## src/rtl/systolic_input_loader.sv

```systemverilog
// rtl/systolic_input_loader.sv - buffers an N x N A/B tile and replays it as skewed lane streams
module systolic_input_loader #(
  parameter int N  = 4,
  parameter int DW = 8
) (
  input  logic              clk,
  input  logic              reset,
  input  logic [2*N*DW-1:0] in_data,
  input  logic              in_valid,
  output logic              in_ready,
  input  logic              abort,
  input  logic              feed_ready,
  output logic              feed_valid,
  output logic [N*DW-1:0]   a_feed,
  output logic [N*DW-1:0]   b_feed,
  output logic              load_done,
  output logic              feed_done
);

  localparam int BW = $clog2(N);
  localparam int TW = $clog2(2*N-1);
  localparam logic [BW-1:0] LAST_BEAT = BW'(N-1);
  localparam logic [TW-1:0] LAST_STEP = TW'(2*N-2);

  typedef enum logic {LOAD, FEED} state_e;

  state_e          state_q, state_d;
  logic [BW-1:0]   beat_q, beat_d;
  logic [TW-1:0]   t_q, t_d;
  logic            in_ready_q;
  logic            feed_valid_q, feed_valid_d;
  logic            load_done_q, load_done_d;
  logic            feed_done_q, feed_done_d;
  logic [N*DW-1:0] a_feed_q, b_feed_q;
  logic [N*DW-1:0] a_nxt, b_nxt;
  logic [TW-1:0]   next_t;
  logic            feed_load, feed_clr, wr_en;
  logic            beat_acc, feed_acc;

  // a_buf_q[r][k]: A row r element k; b_buf_q[k][c]: B column c element k
  logic [DW-1:0]   a_buf_q [N][N];
  logic [DW-1:0]   b_buf_q [N][N];

  assign beat_acc = in_valid && in_ready_q && (state_q == LOAD);
  assign feed_acc = feed_valid_q && feed_ready;

  // Next-state, counters and feed-register control; abort overrides any accept
  always_comb begin
    state_d      = state_q;
    beat_d       = beat_q;
    t_d          = t_q;
    feed_valid_d = feed_valid_q;
    load_done_d  = 1'b0;
    feed_done_d  = 1'b0;
    next_t       = '0;
    feed_load    = 1'b0;
    feed_clr     = 1'b0;
    wr_en        = 1'b0;
    if (abort) begin
      state_d      = LOAD;
      beat_d       = '0;
      t_d          = '0;
      feed_valid_d = 1'b0;
      feed_clr     = 1'b1;
    end else begin
      case (state_q)
        LOAD: begin
          feed_valid_d = 1'b0;
          if (beat_acc) begin
            wr_en = 1'b1;
            if (beat_q == LAST_BEAT) begin
              // Step 0 only reads row/column 0, already stored by beat 0
              beat_d       = '0;
              state_d      = FEED;
              t_d          = '0;
              load_done_d  = 1'b1;
              feed_valid_d = 1'b1;
              feed_load    = 1'b1;
              next_t       = '0;
            end else begin
              beat_d = beat_q + 1'b1;
            end
          end
        end
        FEED: begin
          feed_valid_d = 1'b1;
          if (feed_acc) begin
            if (t_q == LAST_STEP) begin
              state_d      = LOAD;
              t_d          = '0;
              feed_valid_d = 1'b0;
              feed_done_d  = 1'b1;
              feed_clr     = 1'b1;
            end else begin
              t_d       = t_q + 1'b1;
              next_t    = t_q + 1'b1;
              feed_load = 1'b1;
            end
          end
        end
        default: begin
          state_d = LOAD;
        end
      endcase
    end
  end

  // Skewed lane values for step next_t: lane i carries element next_t-i when in range
  always_comb begin
    a_nxt = '0;
    b_nxt = '0;
    for (int i = 0; i < N; i++) begin
      if ((int'(next_t) >= i) && (int'(next_t) - i < N)) begin
        a_nxt[i*DW +: DW] = a_buf_q[i][BW'(int'(next_t) - i)];
        b_nxt[i*DW +: DW] = b_buf_q[BW'(int'(next_t) - i)][i];
      end
    end
  end

  // Control state, counters, handshake and done pulses
  always_ff @(posedge clk or negedge reset) begin
    if (!reset) begin
      state_q      <= LOAD;
      beat_q       <= '0;
      t_q          <= '0;
      in_ready_q   <= 1'b0;
      feed_valid_q <= 1'b0;
      load_done_q  <= 1'b0;
      feed_done_q  <= 1'b0;
    end else begin
      state_q      <= state_d;
      beat_q       <= beat_d;
      t_q          <= t_d;
      in_ready_q   <= (state_d == LOAD);
      feed_valid_q <= feed_valid_d;
      load_done_q  <= load_done_d;
      feed_done_q  <= feed_done_d;
    end
  end

  // Registered feed outputs; held while the array stalls
  always_ff @(posedge clk or negedge reset) begin
    if (!reset) begin
      a_feed_q <= '0;
      b_feed_q <= '0;
    end else if (feed_clr) begin
      a_feed_q <= '0;
      b_feed_q <= '0;
    end else if (feed_load) begin
      a_feed_q <= a_nxt;
      b_feed_q <= b_nxt;
    end
  end

  // Tile storage: beat r writes A row r and B column r
  always_ff @(posedge clk or negedge reset) begin
    if (!reset) begin
      for (int r = 0; r < N; r++) begin
        for (int k = 0; k < N; k++) begin
          a_buf_q[r][k] <= '0;
          b_buf_q[r][k] <= '0;
        end
      end
    end else if (wr_en) begin
      for (int k = 0; k < N; k++) begin
        a_buf_q[beat_q][k] <= in_data[2*N*DW-1-k*DW -: DW];
        b_buf_q[k][beat_q] <= in_data[N*DW-1-k*DW -: DW];
      end
    end
  end

  assign in_ready   = in_ready_q;
  assign feed_valid = feed_valid_q;
  assign a_feed     = a_feed_q;
  assign b_feed     = b_feed_q;
  assign load_done  = load_done_q;
  assign feed_done  = feed_done_q;

endmodule

```

## config.mk

```make
export PLATFORM = sky130hd
export DESIGN_NAME = systolic_input_loader
export DESIGN_NICKNAME = d
export VERILOG_FILES = /design/src/rtl/systolic_input_loader.sv
export SDC_FILE = /design/constraint.sdc
export NUM_CORES = 1
export LEC_CHECK = 0
export CORE_AREA = 2 2 224 226
export DETAILED_ROUTE_END_ITERATION = 6
export DIE_AREA = 0 0 226 228
export GPL_ROUTABILITY_DRIVEN = 0
export SLEW_MARGIN = 20
export SYNTH_ARGS = -nofsm -noshare
export SYNTH_HDL_FRONTEND = slang
export SYNTH_SLANG_ARGS = --single-unit
```

## constraint.sdc

```tcl
create_clock -name clk -period 2.6 [get_ports clk]
set_input_delay 0.52 -clock clk [delete_from_list [all_inputs] [get_ports clk]]
set_output_delay 0.52 -clock clk [all_outputs]
set_load 0.01 [all_outputs]
```

==> out/qor.yml <==
floorplan:
  design.portCount: 137
  core-area_mm2: 0.0493
  die_footprint_mm2: 0.0515
  floorplan.rows: 82
  die_height_um: 228
  effective_utilization_at_floorplan_pct: 29.5
  die_w_um: 226
power:
  switching_share_pct: 23.9
  share_seq_of_total_power_pct: 47.7
  irDropWorstVdd_v: 0.000336
  net-switching-power_uw: 3370
  power.clock.fraction_pct: 37.6
  power_density_mw_per_mm2: 762
  cell_internal_pwr_uw: 10700
  p_leak_uw: 0.00833
  power.share.combinational_pct: 14.7
  power.total_uw: 14100
timing:
  tightestPinTransition_ns: 0.597
  finalWorstPathRequiredPeriod_ns: 2.32
  setup_viol_count_final: 0
  achievable-frequency_mhz: 431
  timing.clock.skew_ns: 0.0231
  pins_over_their_slew_limit: 0
  timing.slew.headroom_pct: 60.2
  finalHoldViolations: 0
  grt_setup_unrepaired: "false"
  final_min_period_over_clock_period_pct: 89.3
  worst_slack_ns: 0.278
routing:
  post_drt_wl_per_cell_um: 21.1
  detailed_routing_iteration_count_for_the_pre_antenna_repair_pass: 4
  route.vias.total: 9231
  drtAntennaViolNets: 0
  viasPerCell: 4.86
  dr.first_iter.drc_count: 519
  routed_wirelength_mm: 40.1
  drt_drc_violations_left: 0
clock_network:
  cts.clk_slew.worst_paths_ns: 0.06
  ctsRootBufferMaster: "sky130_fd_sc_hd__clkbuf_16"
  tritoncts_clock_tree: "yes"
  clock_buffer_count_from_cts: 37
  worst_case_clock_buffer_depth: 3
  hold_buf_count_cts: 1
  cts_repair_resized_insts: 0
  clkSinkCount: 329
  h_tree_depth: 2
  clock_insertion_delay_worst_skew_ns: 0.54
  cts.repair_timing.setup_buffer_count: 0
worst_setup_path:
  r2r_setup_slack_ns: 0.28
  timing.critical_path.arrival_ns: 2.73
  regToRegEndpoint: "b_feed[14]"
  crit_path_start_kind: "flop"
  path_class: "reg -> reg"
  cp_top_family: "flip-flops"
  cp_slowest_cell: "sky130_fd_sc_hd__dfrtp_1"
  end_kind: "flop"
  data_required_time_of_the_critical_path_ns: 3.01
  critical_path_peak_fanout: 18
  timing.critical_path.slowest_cell_delay_ns: 0.47
  number_of_cell_instances_on_the_worst_register_to_register_path: 7
  rr_startpoint: "t_q[2]"
  crit_buf_inv: 2
  cp_cell_sequence: "and2_1, nor2_8, buf_4, ha_2, buf_12, mux4_2, a22o_1"
logic_synthesis:
  synth_edf_count: 0
  synth-seq-area-share_pct: 56.6
  most_used_flip_flop_cell_after_synthesis: "sky130_fd_sc_hd__dfrtp_1"
  syn_area_mm2: 0.0145
  number_of_cells_produced_by_synthesis: 1031
  yosys_warnings: 0
  syn_area_per_cell_um2: 14.1
  async_reset_ff_share_pct: 100
  synth.distinct_cells: 44
  synth-seq-cells: 329
  postSynthNetCount: 1108
global_routing:
  grt_antenna_before_repair: 1
  grtUsageTotal_pct: 15.9
  number_of_global_route_vias_before_repair: 9905
  grt_max_degree: 63
  grt.overflow.total: 0
  grt_pass1_wl_mm: 62.3
job:
  timing.max_cap.violations: 0
final_layout:
  share_of_final_layout_standard_cells_stronger_than_drive_strength_1_pct: 35.8
  most_frequent_cells_in_the_layout: "sky130_fd_sc_hd__dfrtp_1 (329), sky130_fd_sc_hd__mux2_2 (272), sky130_fd_sc_hd__clkdlybuf4s50_1 (135)"
  layout.filler_cells: 4673
  finalCoreUtilization_pct: 37.4
  design.final.nets: 1275
  areaGrowthSynthToFinish_pct: 27.0
  postLayoutCellArea_mm2: 0.0185
  final_common_cell: "sky130_fd_sc_hd__dfrtp_1"
  final_cell_count_no_fill: 1898
place:
  port_buffers: 136
  place.detailed.hpwl_mm: 27.1
  pre_cts_slack_ns: -0.232
  place_inst: 1830
  placed_cell_areas_mm2: 0.0172
hold_path:
  hold_start: "b_buf_q[122]"
  timing.hold.worst.class: "reg -> reg"
  holdPathStages: 1
  timing.hold.worst_endpoint: "b_buf_q[122]"
outcome:
  run_status: "finished, final reports clean"
## synth_stat cells (4+ instances only)
library cell                number  share of area, %
sky130_fd_sc_hd__buf_2          11              0.38
sky130_fd_sc_hd__buf_6           5              0.39
sky130_fd_sc_hd__mux4_1          5              0.90
sky130_fd_sc_hd__a22o_1         32               1.9
sky130_fd_sc_hd__mux2i_1        16               1.1
sky130_fd_sc_hd__ha_1            8              0.69
sky130_fd_sc_hd__o2111ai_1      16              0.96
sky130_fd_sc_hd__o21ai_0        50               1.7
sky130_fd_sc_hd__mux2_2        272                21
sky130_fd_sc_hd__nand3b_1       18              0.93
sky130_fd_sc_hd__buf_4           4              0.21
sky130_fd_sc_hd__inv_1          23              0.59
sky130_fd_sc_hd__o211a_1        16               1.1
sky130_fd_sc_hd__dfrtp_1       329                57
sky130_fd_sc_hd__nand3_1        18              0.62
sky130_fd_sc_hd__nor3_1          4              0.14
sky130_fd_sc_hd__nand2b_1       19              0.82
sky130_fd_sc_hd__clkbuf_1       49               1.3
sky130_fd_sc_hd__mux4_2         27               4.2
sky130_fd_sc_hd__a21oi_1        20              0.69
sky130_fd_sc_hd__nand2_1        46               1.2
sky130_fd_sc_hd__a22oi_1        16              0.83
## power by group through the flow
stage               combinational (uW)  clock (uW)  sequential (uW)
detailed placement                2090           0             6810
finish                            2070        5290             6720
floorplan                         1450           0             6620
CTS                               2110        5410             6720
global route                      2270        5640             6850
global placement                  2010           0             6760
## per-stage QoR
stage               setup TNS (ns)  hold WS, ns
finish                           0        0.498
global route                     0        0.507
CTS                              0        0.501
detailed placement           -5.75        0.487
global placement             -4.70        0.478
floorplan                   -0.640        0.224
## final cells by class
type / instances / area (um^2) / share of cell area (%)
Clock buffer: 55 / 1100 / 5.93
Antenna cell: 1 / 2.50 / 0.0135
Inverter: 24 / 95.1 / 0.515
Clock inverter: 11 / 134 / 0.724
Multi-Input combinational cell: 605 / 5930 / 32.1
Timing Repair Buffer: 201 / 2140 / 11.6
Tap cell: 672 / 841 / 4.55
Sequential cell: 329 / 8230 / 44.6
## cell families (layout without fill, tap and decap cells)
kind of cell,count (synthesis),count (layout),synth area share (%)
compound gates,157,157,7.64
fa+ha+maj,8,8,0.688
buf+inv,97,291,3.11
flops,329,329,56.6
mux,320,320,27.2
other cells,0,1,0
simple gates,120,120,4.71
## per-layer routing
metal / wire [um] / GRT usage (%)
met4: 621 / 3.62
met2: 19300 / 26.0
met3: 2380 / 3.22
met1: 17800 / 21.7
met5: 0 / 0
## registers in the layout (all words and copies together) (netlist names)
register / cells
feed_done: 1
t_q: 3
in_ready: 1
load_done: 1
a_buf_q: 128
a_feed: 32
b_feed: 32
beat_q: 2
feed_valid: 1
b_buf_q: 128
## worst max path at each step
stage                    start          to  slack (ns)  cells after the start
detailed placement  feed_ready  a_feed[13]       -0.23                     10
global placement    feed_ready  a_feed[13]       -0.20                     10
global route            t_q[1]  a_feed[14]        0.15                      9
CTS                     t_q[2]   b_feed[9]        0.29                      7
floorplan                abort  a_feed[10]       -0.06                     13
finish                  t_q[2]  b_feed[14]        0.28                      7
Note: power is estimated with default switching activity, not from simulation.
